--- config.mk ---
export PLATFORM = sky130hd
export DESIGN_NAME = fma16_writeback
export DESIGN_NICKNAME = d
export VERILOG_FILES = /design/src/rtl/fma16_pkg.sv /design/src/rtl/fma16_wb_fifo.sv /design/src/rtl/fma16_writeback.sv
export SDC_FILE = /design/constraint.sdc
export NUM_CORES = 1
export LEC_CHECK = 0
export ABC_AREA = 1
export BUFFER_PORTS_ARGS = -buffer_cell sky130_fd_sc_hd__buf_2
export CORE_ASPECT_RATIO = 1.4
export CORE_MARGIN = 1.5
export CORE_UTILIZATION = 40
export DETAILED_ROUTE_END_ITERATION = 8
export PLACE_DENSITY_LB_ADDON = 0.12
export SYNTH_ARGS = -nofsm -noshare
export SYNTH_HDL_FRONTEND = slang
export SYNTH_SLANG_ARGS = --single-unit
--- constraint.sdc ---
create_clock -name clk -period 2.87 [get_ports clk]
set_input_delay 0 -clock clk [delete_from_list [all_inputs] [get_ports clk]]
set_output_delay 0 -clock clk [all_outputs]
set_load 0.02 [all_outputs]
--- src/rtl/fma16_pkg.sv ---
// Shared definitions for the fma16 writeback stage: flag layout and the
// sticky-flag update rule.
package fma16_pkg;

    localparam int FLAG_NV = 3;
    localparam int FLAG_OF = 2;
    localparam int FLAG_UF = 1;
    localparam int FLAG_NX = 0;

    typedef logic [3:0] fflags_t;

    // A software write beats a clear; a result accepted in the same cycle
    // still accrues on top of whichever base wins.
    function automatic fflags_t stickyNext(
        input fflags_t cur,
        input logic    wr,
        input fflags_t wdata,
        input logic    clr,
        input logic    push,
        input fflags_t newFlags
    );
        fflags_t base;
        base = wr ? wdata : (clr ? fflags_t'(0) : cur);
        return base | (push ? newFlags : fflags_t'(0));
    endfunction

endpackage

--- src/rtl/fma16_wb_fifo.sv ---
// Generic DEPTH-entry synchronous FIFO with valid/ready on both sides.
// When empty the output holds the last popped word (zero after reset).
module fma16_wb_fifo #(
    parameter int DEPTH = 2,
    parameter int W     = 8
) (
    input  logic         clk,
    input  logic         reset,
    input  logic         pushValid,
    output logic         pushReady,
    input  logic [W-1:0] pushData,
    output logic         popValid,
    input  logic         popReady,
    output logic [W-1:0] popData,
    output logic         full,
    output logic         empty
);

    localparam int PTR_W = $clog2(DEPTH);
    localparam logic [PTR_W:0] FULL_CNT = (PTR_W + 1)'(DEPTH);

    logic [W-1:0]     mem [DEPTH];
    logic [W-1:0]     lastPop;
    logic [PTR_W-1:0] rdPtr;
    logic [PTR_W-1:0] wrPtr;
    logic [PTR_W:0]   count;
    logic             push;
    logic             pop;

    assign full      = (count == FULL_CNT);
    assign empty     = (count == '0);
    assign pushReady = ~full;
    assign popValid  = ~empty;
    assign push      = pushValid & ~full;
    assign pop       = popReady & ~empty;
    assign popData   = empty ? lastPop : mem[rdPtr];

    always_ff @(posedge clk) begin
        if (push) begin
            mem[wrPtr] <= pushData;
        end
    end

    always_ff @(posedge clk or posedge reset) begin
        if (reset) begin
            rdPtr   <= '0;
            wrPtr   <= '0;
            count   <= '0;
            lastPop <= '0;
        end else begin
            if (push) begin
                wrPtr <= wrPtr + 1'b1;
            end
            if (pop) begin
                rdPtr   <= rdPtr + 1'b1;
                lastPop <= mem[rdPtr];
            end
            case ({push, pop})
                2'b10:   count <= count + 1'b1;
                2'b01:   count <= count - 1'b1;
                default: count <= count;
            endcase
        end
    end

endmodule

--- src/rtl/fma16_writeback.sv ---
// Writeback stage after the fma16 datapath: buffers results, accrues the
// architectural sticky flags at acceptance and counts retired operations.
module fma16_writeback
    import fma16_pkg::*;
#(
    parameter int DEPTH = 2,
    parameter int TAG_W = 4,
    parameter int CNT_W = 16
) (
    input  logic             clk,
    input  logic             reset,
    input  logic             in_valid,
    output logic             in_ready,
    input  logic [15:0]      in_result,
    input  logic [3:0]       in_flags,
    input  logic [TAG_W-1:0] in_tag,
    output logic             out_valid,
    input  logic             out_ready,
    output logic [15:0]      out_result,
    output logic [3:0]       out_flags,
    output logic [TAG_W-1:0] out_tag,
    input  logic             fflags_clr,
    input  logic             fflags_wr,
    input  logic [3:0]       fflags_wdata,
    output logic [3:0]       fflags,
    output logic [CNT_W-1:0] retired,
    output logic             full,
    output logic             empty
);

    typedef struct packed {
        logic [15:0]      result;
        fflags_t          flags;
        logic [TAG_W-1:0] tag;
    } fma16_wb_entry_t;

    localparam int ENTRY_W = $bits(fma16_wb_entry_t);

    fma16_wb_entry_t inEntry;
    fma16_wb_entry_t headEntry;
    logic            push;
    logic            pop;

    assign inEntry = '{result: in_result, flags: in_flags, tag: in_tag};

    fma16_wb_fifo #(
        .DEPTH (DEPTH),
        .W     (ENTRY_W)
    ) u_fifo (
        .clk       (clk),
        .reset     (reset),
        .pushValid (in_valid),
        .pushReady (in_ready),
        .pushData  (inEntry),
        .popValid  (out_valid),
        .popReady  (out_ready),
        .popData   (headEntry),
        .full      (full),
        .empty     (empty)
    );

    assign out_result = headEntry.result;
    assign out_flags  = headEntry.flags;
    assign out_tag    = headEntry.tag;
    assign push       = in_valid & in_ready;
    assign pop        = out_valid & out_ready;

    always_ff @(posedge clk or posedge reset) begin
        if (reset) begin
            fflags  <= '0;
            retired <= '0;
        end else begin
            fflags <= stickyNext(fflags, fflags_wr, fflags_wdata, fflags_clr, push, in_flags);
            if (pop) begin
                retired <= retired + CNT_W'(1);
            end
        end
    end

endmodule

==> run summary, run 1 <==
GRT
-------------------------------------------------------------------------------------
Wire length of the first global-routing pass                                 15200 µm
Initial antenna violation count                                                     0
Vias in the first global route                                                   3249
Overall fraction of global-route tracks in use                                  0.173
Pin count of the biggest net entering global routing                               49
Leftover overflow at the end of global routing                                      0

DIE
-------------------------------------------------------------------------------------
Floorplan die height                                                           126 µm
Io pins                                                                            82
Die Footprint                                                               11400 µm²
Die Wd                                                                        90.7 µm
Core area                                                                   10400 µm²
Number of placement rows                                                           44
Initial Util                                                                    0.414

CLOCK NETWORK
-------------------------------------------------------------------------------------
Clock tree root buffer cell                                                 clkbuf_16
Number of post-CTS setup repair buffers                                             0
Number of buffers added to fix hold violations after cts                           37
TritonCTS clock tree                                                              yes
Max Root-Sink Buffers                                                               2
CTS sink cnt                                                                       96
Number of gates resized after cts                                                   0
CTS H-Tree Depth                                                                    3
CTS clock-pin slew for the worst setup and hold paths                         0.06 ns
TritonCTS buffer count                                                              9
Latest clock arrival within the worst-skew pair                               0.34 ns

TIMING
-------------------------------------------------------------------------------------
Maximum clock skew at final layout                                         0.00609 ns
Clock period minus final worst setup slack                                    2.05 ns
Min Hold Slack                                                             0.00755 ns
Number of slew-limit violations in the final report                                 0
Final-layout setup total negative slack                                          0 ns
Max Clk Rate                                                                  489 MHz
Number of hold violations in the final report                                       0
Final setup fails                                                                   0
Setup repair after global routing missed its margin                             false
Worst setup slack after layout                                               0.823 ns
Share of the cycle needed by the critical path after routing                    0.713
Least-Margin Pin Slew                                                         1.10 ns
Max transition margin                                                           0.268

SYNTH
-------------------------------------------------------------------------------------
Net count of the mapped netlist                                                   468
Synthesized flop and latch total                                                   96
Average cell area after synthesis                                            9.98 µm²
Largest family of logic cells by synthesized area                        simple AND/OR/NAND/NOR gates
Fraction of the mapped netlist area in adder cells                            0.00581
Post-synthesis xor/xnor area fraction                                          0.0224
Fraction of the yosys area taken by sequential cells                            0.613
Post-synth design cell area                                                  4310 µm²
Share of Yosys cell area claimed by the top area cell type                      0.334
Mux share of post-synthesis cell area                                               0
Library cell with the largest summed area after synthesis                    edfxtp_1
Post-synthesis compound-gate area fraction                                     0.0903
Dominant cells by area after synthesis                                   edfxtp_1, dfrtp_1, nand2_1, o21ai_2, inv_1
Number of distinct library cells after synthesis                                   27
Simple logic cell fraction of the synthesized area                              0.194
Post-Synthesis Cells                                                              432
Ys Warns                                                                            0

POWER AND IR DROP
-------------------------------------------------------------------------------------
Peak supply drop                                                               420 µV
Switching part of the total                                                     0.405
Power Dens Cells                                                          1010 nW/µm²
Part of the total power dissipated in combinational logic                       0.424
Net switching power of the design                                             2.24 mW
Static power due to leakage                                                   2.54 nW
Part of the power in the clock network                                          0.210
Pint                                                                          3.30 mW
Share of power burned in registers                                              0.366

DETAILED ROUTING
-------------------------------------------------------------------------------------
Vias after detailed routing                                                      3222
Average wire per standard cell                                                13.0 µm
Ratio of routed vias to standard cells                                           4.63
Wirelength, routed                                                            9030 µm
DRC violations left                                                                 0
Initial drt markers                                                               128
First-pass detailed-route iteration total                                           4
Count of antenna-violating nets left after detailed routing                         0

WORST HOLD PATH
-------------------------------------------------------------------------------------
Path type of the worst min-delay path                                    input port to flip-flop
Capture endpoint of the worst hold path                                  u_fifo.wrPtr
Number of instances on the worst hold path                                          3
Beginning of the worst hold path                                             in_valid

CRITICAL PATH
-------------------------------------------------------------------------------------
Most prevalent standard cell on the critical path                             nand2_1
Startpoint type of the worst setup path                                     flip-flop
Sort of element at the end of the critical path                          primary output
Critical path's largest stage delay                                           0.46 ns
Data required time of the worst path                                          2.87 ns
CP Max Fanout                                                                      34
Highest-delay cell along the critical path                                    dfrtp_1
Worst setup path class                                                   flip-flop to primary output
Reg2reg end                                                                 fflags[2]
Worst reg-to-reg path cell count                                                    4
Register-to-register path setup slack                                         1.03 ns
Arrival time worst endpoint                                                   2.05 ns
Worst reg2reg startpoint                                                    fflags[2]
Cells along the critical path                                            inv_1, nand2_1, buf_4, nand2_1, o21ai_0, buf_2

PLACEMENT
-------------------------------------------------------------------------------------
Setup WS pre-CTS                                                              1.05 ns
Final HPWL from detailed placement                                            6190 µm
Final Wtd Congestion                                                            0.751
Count of port buffers added during placement                                       81

CELLS AND AREA
-------------------------------------------------------------------------------------
Layout cells sized above 1                                                      0.254
Post-layout utilization of the core                                             0.525
Number of nets in the layout                                                      589
Antenna diode instance count                                                        0
Area Growth Syn to Fin                                                          26.8%
Most frequent standard cell in the layout excluding fill and tap cells        nand2_1
Most frequent cells in the layout                                        nand2_1, buf_2, dfrtp_1, edfxtp_1, inv_1

JOB
-------------------------------------------------------------------------------------
# Max-Cap Violations                                                                0

OUTCOME
-------------------------------------------------------------------------------------
Status                                                                   complete, no violations

## flip-flops by register name, summed over array words and instances (netlist names)
name	count
fflags	4
retired	16
u_fifo.count	2
u_fifo.lastPop	24
u_fifo.mem	48
u_fifo.rdPtr	1
u_fifo.wrPtr	1
## synthesized netlist by cell type
cell and instances:
xor2_1 3, edfxtp_1 48, o21ai_2 21, buf_4 2
a21oi_1 2, a22oi_1 4, ha_1 2, nor3_1 1
dfrtp_1 48, buf_8 2, inv_1 44, nor2_1 19
nor2_8 1, nand3_1 10, clkbuf_1 2, nand4_1 1
o21ai_0 29, o21ai_1 4, nand3_2 4, nand2_1 157
buf_2 7, nor2_2 1, buf_12 3, nor2_4 1
inv_2 2, nand2_2 6, xnor2_1 8
## cell families (layout without fill, tap and decap cells)
group                    Yosys count  in the layout
adder cells (fa/ha/maj)            2              2
buffers and inverters             62            188
AO/OA/AOI/OAI                     60             60
flip-flops                        96             96
AND/OR/NAND/NOR                  201            201
XOR/XNOR                          11             11
## metal layers
metal,track usage,share of wire
met1,0.185,0.39
met2,0.318,0.54
met3,0.0248,0.030
met4,0.103,0.038
met5,0,0
## how the worst max path moves through the flow
| stage | cells past startpoint | slack [ns] | from | endpoint |
|---|---|---|---|---|
| after floorplan | 5 | 0.50 | u_fifo.count[1] | u_fifo.mem[1][0] |
| after global placement | 7 | 1.07 | u_fifo.count[0] | u_fifo.count[1] |
| after detailed placement | 7 | 1.05 | u_fifo.count[0] | u_fifo.count[1] |
| after CTS | 6 | 0.76 | u_fifo.count[0] | out_flags[0] |
| after global routing | 6 | 0.63 | u_fifo.count[0] | out_result[9] |
| final | 6 | 0.82 | u_fifo.count[0] | out_flags[0] |
## worst max-delay path: cells and delay by family (launching register included)
kind	cells	cell delay (ns)
flops	1	0.46
compound gates	1	0.10
simple gates	2	0.46
buf+inv	3	0.66
## power groups by stage
stage	registers [mW]	logic (mW)	clock network (mW)
2_1_floorplan	2.09	1.68	0
3_3_place_gp	2.04	2.33	0
4_1_cts	2.03	2.41	1.19
3_5_place_dp	2.05	2.34	0
6_report	2.03	2.35	1.16
5_1_grt	2.07	2.64	1.24
## metrics by stage
stage	power, mW	std cells	cell area [µm²]
global route	5.95	696	5470
global placement	4.37	643	4810
floorplan	3.76	432	4310
detailed placement	4.40	643	4810
finish	5.54	696	5470
CTS	5.63	696	5470
## area by class of cell
| type | instances | area (µm²) |
|---|---|---|
| well taps | 138 | 173 |
| fillers | 981 | 4940 |
| clock buffers | 10 | 229 |
| repair buffers | 126 | 836 |
| multi-input cells | 274 | 1350 |
| inverters | 46 | 173 |
| flip-flops and latches | 96 | 2640 |
| clock inverters | 6 | 60.1 |
Note: power is estimated with default switching activity, not from simulation.
==> run 2, diff against run 1 <==
Settings changed: ABC_AREA 1 to 0.
Clock period 2.87 ns to 2.1 ns, I/O delays scaled along.
==> run summary, run 2 <==
WORST HOLD PATH
-----------------------------------------------------------------------------------------
Beginning of the worst hold path                                                out_ready   was in_valid
Capture endpoint of the worst hold path                                        retired[4]   was u_fifo.wrPtr
Path type of the worst min-delay path                                        input port to flip-flop   unchanged
Number of instances on the worst hold path                                              4   was 3

CLOCK NETWORK
-----------------------------------------------------------------------------------------
Number of post-CTS setup repair buffers                                                 0   unchanged
Clock tree root buffer cell                                                     clkbuf_16   unchanged
TritonCTS clock tree                                                                  yes   unchanged
CTS clock-pin slew for the worst setup and hold paths                             0.06 ns   about the same
CTS sink cnt                                                                           96   unchanged
Max Root-Sink Buffers                                                                   2   unchanged
TritonCTS buffer count                                                                  9   unchanged
CTS H-Tree Depth                                                                        3   unchanged
Latest clock arrival within the worst-skew pair                                   0.34 ns   about the same

CELLS AND AREA
-----------------------------------------------------------------------------------------
Layout filler cell count                                                              807   was 981
Area Growth Syn to Fin                                                              30.4%   was 26.8%
Final instance area                                                              5010 µm²   was 5470 µm²
Largest registers                                                            u_fifo.mem (48), u_fifo.lastPop (24), retired (16)   unchanged
Most frequent cells in the layout                                            buf_2, edfxtp_1, dfrtp_1   was nand2_1, buf_2, dfrtp_1, edfxtp_1, inv_1
Layout cells sized above 1                                                          0.261   was 0.254
Number of nets in the layout                                                          453   was 589
Max FFs per register                                                                   48   unchanged
Antenna diode instance count                                                            0   unchanged
Most flop-heavy register                                                       u_fifo.mem   unchanged
Post-layout utilization of the core                                                 0.533   was 0.525
Most frequent standard cell in the layout excluding fill and tap cells              buf_2   was nand2_1

TIMING
-----------------------------------------------------------------------------------------
Max transition margin                                                               0.632   was 0.268
Number of hold violations in the final report                                           0   unchanged
Number of slew-limit violations in the final report                                     0   unchanged
Worst setup slack after layout                                                  0.0417 ns   was 0.823 ns
Maximum clock skew at final layout                                             0.00574 ns   was 0.00609 ns
Clock period minus final worst setup slack                                        2.06 ns
Share of the cycle needed by the critical path after routing                        0.980
Final setup fails                                                                       0   unchanged
Max Clk Rate                                                                      486 MHz
Least-Margin Pin Slew                                                            0.552 ns   was 1.10 ns

DIE
-----------------------------------------------------------------------------------------
Number of placement rows                                                               42   was 44
Initial Util                                                                        0.409   was 0.414
Die Wd                                                                            85.9 µm   was 90.7 µm
Io pins                                                                                82   unchanged
Floorplan die height                                                               119 µm   was 126 µm
Core area                                                                        9410 µm²   was 10400 µm²
Die Footprint                                                                   10200 µm²   was 11400 µm²

SYNTH
-----------------------------------------------------------------------------------------
Ys Warns                                                                                0   unchanged
Mux share of post-synthesis cell area                                              0.0654   was 0
Net count of the mapped netlist                                                       336   was 468
Simple logic cell fraction of the synthesized area                                 0.0937   was 0.194
Fraction of the yosys area taken by sequential cells                                0.687   was 0.613
Dominant cells by area after synthesis                                       edfxtp_1, dfrtp_1, mux2i_1, xnor2_1, nand2_1   was edfxtp_1, dfrtp_1, nand2_1, o21ai_2, inv_1
Proportion of register bits with asynchronous set or reset after synthesis          0.500   unchanged
Post-synthesis compound-gate area fraction                                         0.0752   was 0.0903
Number of distinct library cells after synthesis                                       29   was 27
Number of flops mapped to enable cells by yosys                                        48   unchanged
Synthesized flop and latch total                                                       96   unchanged
Post-synthesis xor/xnor area fraction                                              0.0456   was 0.0224
Post-Synthesis Cells                                                                  300   was 432
Share of Yosys cell area claimed by the top area cell type                          0.375   was 0.334
Top_reg_cell synth                                                               edfxtp_1   unchanged
Fraction of the mapped netlist area in adder cells                                0.00651   was 0.00581
Post-synth design cell area                                                      3840 µm²   was 4310 µm²
Average cell area after synthesis                                                12.8 µm²   was 9.98 µm²
Library cell with the largest summed area after synthesis                        edfxtp_1   unchanged
Largest family of logic cells by synthesized area                            simple AND/OR/NAND/NOR gates   unchanged
Commonest cells in the synthesized netlist                                   dfrtp_1, edfxtp_1, nand2_1   was nand2_1, dfrtp_1, edfxtp_1

CRITICAL PATH
-----------------------------------------------------------------------------------------
Sort of element at the end of the critical path                                 flip-flop   was primary output
Cells along the critical path                                                nand2b_1, and2_1, a222oi_1, dlygate4sd3_1, inv_1   was inv_1, nand2_1, buf_4, nand2_1, o21ai_0, buf_2
Arrival time worst endpoint                                                       2.29 ns   was 2.05 ns
Data required time of the worst path                                              2.33 ns   was 2.87 ns
Reg2reg end                                                                     fflags[3]   was fflags[2]
Worst reg-to-reg path cell count                                                        5   was 4
Buffers plus inverters on the worst setup path                                          2   was 3
Register-to-register path setup slack                                             0.04 ns   was 1.03 ns
Highest-delay cell along the critical path                                   dlygate4sd3_1   was dfrtp_1
CP Max Fanout                                                                           5   was 34
Critical path's top delay family                                             buffers and inverters   unchanged
Startpoint type of the worst setup path                                         flip-flop   unchanged
Critical path's largest stage delay                                               0.60 ns   was 0.46 ns
Worst reg2reg startpoint                                                     u_fifo.count[0]   was fflags[2]
Worst setup path class                                                       flip-flop to flip-flop   was flip-flop to primary output

POWER AND IR DROP
-----------------------------------------------------------------------------------------
Switching part of the total                                                         0.382   was 0.405
Pint                                                                              4.45 mW   was 3.30 mW
Share of power burned in registers                                                  0.408   was 0.366
Peak supply drop                                                                   607 µV   was 420 µV
Part of the total power dissipated in combinational logic                           0.388   was 0.424
Net switching power of the design                                                 2.74 mW   was 2.24 mW
Part of the power in the clock network                                              0.204   was 0.210
Final total power                                                                 7.19 mW   was 5.54 mW
Static power due to leakage                                                       2.23 nW   was 2.54 nW
Power Dens Cells                                                              1430 nW/µm²   was 1010 nW/µm²

DETAILED ROUTING
-----------------------------------------------------------------------------------------
Vias after detailed routing                                                          2586   was 3222
Ratio of routed vias to standard cells                                               4.86   was 4.63
DRC violations left                                                                     0   unchanged
Wirelength, routed                                                                7440 µm   was 9030 µm
Average wire per standard cell                                                    14.0 µm   was 13.0 µm
First-pass detailed-route iteration total                                               7   was 4
Count of antenna-violating nets left after detailed routing                             0   unchanged
Initial drt markers                                                                    76   was 128

PLACEMENT
-----------------------------------------------------------------------------------------
Setup WS pre-CTS                                                                 0.321 ns   was 1.05 ns
Final Wtd Congestion                                                                0.716   was 0.751
Placed Instance Area                                                             4410 µm²   was 4810 µm²
Count of port buffers added during placement                                           81   unchanged
Final HPWL from detailed placement                                                4830 µm   was 6190 µm

OUTCOME
-----------------------------------------------------------------------------------------
Status                                                                       complete, no violations   unchanged

GRT
-----------------------------------------------------------------------------------------
Wire length of the first global-routing pass                                     12200 µm   was 15200 µm
Vias in the first global route                                                       2531   was 3249
Initial antenna violation count                                                         0   unchanged
Leftover overflow at the end of global routing                                          0   unchanged
Pin count of the biggest net entering global routing                                   51   was 49
Overall fraction of global-route tracks in use                                      0.159   was 0.173

JOB
-----------------------------------------------------------------------------------------
# Max-Cap Violations                                                                    0   unchanged

==> run 2: how the worst max path moves through the flow <==
| stage | start | end | cells past startpoint |
|---|---|---|---|
| after CTS | u_fifo.count[0] | out_result[14] | 4 |
| after global routing | u_fifo.count[0] | fflags[3] | 5 |
| after detailed placement | u_fifo.count[0] | u_fifo.count[1] | 6 |
| after global placement | u_fifo.count[0] | u_fifo.count[1] | 6 |
| after floorplan | u_fifo.count[0] | u_fifo.mem[0][0] | 4 |
| final | u_fifo.count[0] | fflags[3] | 5 |
==> run 2: tightest hold or removal path, stage by stage <==
cell	delay (ns)
buf_2	0.12
o21ai_4	0.11
or2_2	0.15
xnor2_1	0.06
==> run 2: metrics by stage <==
step / instances / hold WS [ns] / setup TNS, ns
6_report: 532 / 0.136 / 0
5_1_grt: 532 / 0.157 / -0.00511
4_1_cts: 532 / 0.129 / 0
3_5_place_dp: 483 / -0.00748 / 0
3_3_place_gp: 483 / -0.00896 / 0
2_1_floorplan: 300 / 0.0989 / 0
==> run 2: cell type report <==
cell class | instances | area (µm²) | share of cell area
flip-flops and latches | 96 | 2640 | 0.527
multi-input cells | 180 | 1120 | 0.223
repair buffers | 121 | 813 | 0.162
clock buffers | 12 | 246 | 0.0492
well taps | 110 | 138 | 0.0274
inverters | 9 | 33.8 | 0.00674
clock inverters | 4 | 21.3 | 0.00424
==> run 2: power by group through the flow <==
stage | logic, mW | registers, mW | clock network, mW
3_3_place_gp | 2.74 | 2.95 | 0
2_1_floorplan | 1.88 | 2.92 | 0
6_report | 2.79 | 2.93 | 1.47
3_5_place_dp | 2.77 | 2.97 | 0
4_1_cts | 2.84 | 2.94 | 1.52
5_1_grt | 3.08 | 3.00 | 1.60
==> run 2: kinds of logic after synthesis <==
group,after synthesis
DFF,96
and+or+nand+nor,80
AOI/OAI and AO/OA,53
muxes,25
buffers and inverters,24
xor gates and xnor gates,20
adders and majority gates,2
==> run 2: routing by layer <==
metal	global-route usage	vias to the layer above	share of wire
li1	-	1289	-
met1	0.185	1225	0.42
met2	0.267	60	0.52
met5	0	-	0
met4	0.0978	0	0.026
met3	0.0312	12	0.031
==> run 2: timing repair <==
action | 4_1_cts | 5_1_grt
gates resized for setup | 0 | 1
setup endpoints to repair | 0 | 24
hold endpoints to repair | 65 | 0
hold buffers | 33 | 0
==> run 3, diff against run 2 <==
--- a/config.mk
+++ b/config.mk
@@ -6,5 +6,5 @@
 export NUM_CORES = 1
 export LEC_CHECK = 0
-export ABC_AREA = 0
+export ABC_AREA = 1
 export BUFFER_PORTS_ARGS = -buffer_cell sky130_fd_sc_hd__buf_2
 export CORE_ASPECT_RATIO = 1.4
@@ -12,4 +12,5 @@
 export CORE_UTILIZATION = 40
 export DETAILED_ROUTE_END_ITERATION = 8
+export HOLD_SLACK_MARGIN = 0.15
 export PLACE_DENSITY_LB_ADDON = 0.12
 export SYNTH_ARGS = -nofsm -noshare
==> constraint.sdc (replaced) <==
create_clock -name clk -period 2.1 [get_ports clk]
set_input_delay 0.315 -clock clk [delete_from_list [all_inputs] [get_ports clk]]
set_output_delay 0.315 -clock clk [all_outputs]
set_load 0.02 [all_outputs]
==> run summary, run 3 (synthesis results as in run 1) <==
OUTCOME
-------------------------------------------------------------------------------------
Status                                                                   complete, no violations   unchanged

CELLS AND AREA
-------------------------------------------------------------------------------------
Layout cells sized above 1                                                      0.281   was 0.261
Most frequent cells in the layout                                        nand2_1, buf_2, dfrtp_1, edfxtp_1, inv_1   was buf_2, edfxtp_1, dfrtp_1
Number of nets in the layout                                                      557   was 453
Multi-input logic area                                                       1360 µm²   was 1120 µm²
Area Growth Syn to Fin                                                          20.3%   was 30.4%
Most flop-heavy register                                                   u_fifo.mem   unchanged
Most frequent standard cell in the layout excluding fill and tap cells        nand2_1   was buf_2
Layout filler cell count                                                          989   was 807
Max FFs per register                                                               48   unchanged
Register Area                                                                2640 µm²   about the same
Antenna diode instance count                                                        0   unchanged
Largest registers                                                        u_fifo.mem (48), u_fifo.lastPop (24), retired (16)   unchanged

CRITICAL PATH
-------------------------------------------------------------------------------------
Startpoint type of the worst setup path                                     flip-flop   unchanged
Worst setup path class                                                   flip-flop to primary output   was flip-flop to flip-flop
Arrival time worst endpoint                                                   1.64 ns   was 2.29 ns
CP Max Fanout                                                                      31   was 5
Data required time of the worst path                                          1.78 ns   was 2.33 ns
Sort of element at the end of the critical path                          primary output   was flip-flop

CLOCK NETWORK
-------------------------------------------------------------------------------------
Number of post-CTS setup repair buffers                                             0   unchanged
Latest clock arrival within the worst-skew pair                               0.34 ns   about the same
Max Root-Sink Buffers                                                               2   unchanged
CTS H-Tree Depth                                                                    3   unchanged
Clock tree root buffer cell                                                 clkbuf_16   unchanged
TritonCTS clock tree                                                              yes   unchanged
TritonCTS buffer count                                                              9   unchanged
CTS sink cnt                                                                       96   unchanged
CTS clock-pin slew for the worst setup and hold paths                         0.06 ns   about the same

TIMING
-------------------------------------------------------------------------------------
Least-Margin Pin Slew                                                        0.571 ns   was 0.552 ns
Setup repair after global routing missed its margin                             false
Max Clk Rate                                                                  511 MHz   was 486 MHz
Number of slew-limit violations in the final report                                 0   unchanged
Clock period minus final worst setup slack                                    1.96 ns   was 2.06 ns
Number of hold violations in the final report                                       0   unchanged
Max transition margin                                                           0.619   was 0.632
Maximum clock skew at final layout                                         0.00701 ns   was 0.00574 ns
Share of the cycle needed by the critical path after routing                    0.932   was 0.980
Final-layout setup total negative slack                                          0 ns   unchanged
Final setup fails                                                                   0   unchanged
Worst setup slack after layout                                               0.142 ns   was 0.0417 ns

GRT
-------------------------------------------------------------------------------------
Wire length of the first global-routing pass                                 14200 µm   was 12200 µm
Most Crowded Layer GR                                                            met2   unchanged
GRT met3 Usage                                                                 0.0350   was 0.0312
Pin count of the biggest net entering global routing                               32   was 51
Met2 Resource Use GR                                                            0.291   was 0.267
Overall fraction of global-route tracks in use                                  0.162   was 0.159
Leftover overflow at the end of global routing                                      0   unchanged
Vias in the first global route                                                   3030   was 2531
Initial antenna violation count                                                     0   unchanged
Met1 track demand over resource in global routing                               0.180   was 0.185

WORST HOLD PATH
-------------------------------------------------------------------------------------
Path type of the worst min-delay path                                    input port to flip-flop   unchanged

DETAILED ROUTING
-------------------------------------------------------------------------------------
Average wire per standard cell                                                12.8 µm   was 14.0 µm
Wirelength, routed                                                            8520 µm   was 7440 µm
Initial drt markers                                                               135   was 76
Count of antenna-violating nets left after detailed routing                         0   unchanged
Vias after detailed routing                                                      3043   was 2586
Ratio of routed vias to standard cells                                           4.58   was 4.86
DRC violations left                                                                 0   unchanged
First-pass detailed-route iteration total                                           4   was 7

POWER AND IR DROP
-------------------------------------------------------------------------------------
Final total power                                                             7.71 mW   was 7.19 mW
Net switching power of the design                                             3.06 mW   was 2.74 mW
Part of the power in the clock network                                          0.228   was 0.204
Power Dens Cells                                                          1490 nW/µm²   was 1430 nW/µm²
Static power due to leakage                                                   2.43 nW   was 2.23 nW
Share of power burned in registers                                              0.359   was 0.408
Part of the total power dissipated in combinational logic                       0.413   was 0.388
Switching part of the total                                                     0.396   was 0.382
Peak supply drop                                                               588 µV   was 607 µV
Pint                                                                          4.66 mW   was 4.45 mW

DIE
-------------------------------------------------------------------------------------
Io pins                                                                            82   unchanged
Die Footprint                                                               11400 µm²   was 10200 µm²
Die Wd                                                                        90.7 µm   was 85.9 µm
Core area                                                                   10400 µm²   was 9410 µm²
Floorplan die height                                                           126 µm   was 119 µm
Number of placement rows                                                           44   was 42
Initial Util                                                                    0.414   was 0.409

PLACEMENT
-------------------------------------------------------------------------------------
Count of port buffers added during placement                                       81   unchanged
Final Wtd Congestion                                                            0.767   was 0.716
Setup WS pre-CTS                                                             0.422 ns   was 0.321 ns
Final HPWL from detailed placement                                            6180 µm   was 4830 µm

JOB
-------------------------------------------------------------------------------------
# Max-Cap Violations                                                                0   unchanged

-- run 3: stage by stage --
step / util / hold WS [ns] / cells / cell area, µm²
global route: 0.498 / 0.152 / 664 / 5180
detailed placement: 0.466 / 0.418 / 647 / 4850
CTS: 0.498 / 0.151 / 664 / 5180
global placement: 0.466 / 0.417 / 647 / 4850
floorplan: - / 0.414 / 432 / 4320
finish: 0.498 / 0.161 / 664 / 5180
-- run 3: critical path: stages, from the launching register on --
cell     delay (ns)
dfrtp_1        0.41
inv_1          0.13
nand2_2        0.14
buf_12         0.19
o21ai_0        0.21
buf_2          0.21
-- run 3: routing by layer --
layer | part of all wire | vias up
met3 | 0.037 | 14
met2 | 0.53 | 57
met4 | 0.021 | 0
met1 | 0.41 | 1412
li1 | - | 1560
met5 | 0 | -
-- run 3: power by group through the flow --
stage          clock network [mW]  registers (mW)  logic [mW]
2_1_floorplan                   0            2.85        2.30
3_3_place_gp                    0            2.80        3.20
3_5_place_dp                    0            2.80        3.24
4_1_cts                      1.79            2.77        3.26
5_1_grt                      1.87            2.82        3.59
6_report                     1.76            2.77        3.19
-- run 3: final timing paths --
check | start | endpoint | slack (ns) | cells after the start
min in group asynchronous | reset | u_fifo.lastPop[0] | 0.58 | 3
min | in_result[15] | u_fifo.mem[1][23] | 0.16 | 1
min reg2reg | fflags[3] | fflags[3] | 0.50 | 2
max reg2reg | u_fifo.count[1] | u_fifo.count[1] | 0.42 | 8
max in group asynchronous | reset | u_fifo.lastPop[12] | 0.92 | 4
max | u_fifo.count[1] | out_result[12] | 0.14 | 5
-- run 3: timing repair --
action | in CTS | in global routing
endpoints found under the hold margin | 24 | 0
endpoints found under the setup margin | 0 | 6
hold buffers | 1 | 0
resized for setup | 0 | 2
-- run 3: final cells by class --
class,count,area share
clock buffer,11,0.0468
clock inverter,5,0.0152
inverter,46,0.0336
multi-input combinational,274,0.261
sequential,96,0.510
tap,138,0.0333
timing repair buffer,94,0.0999
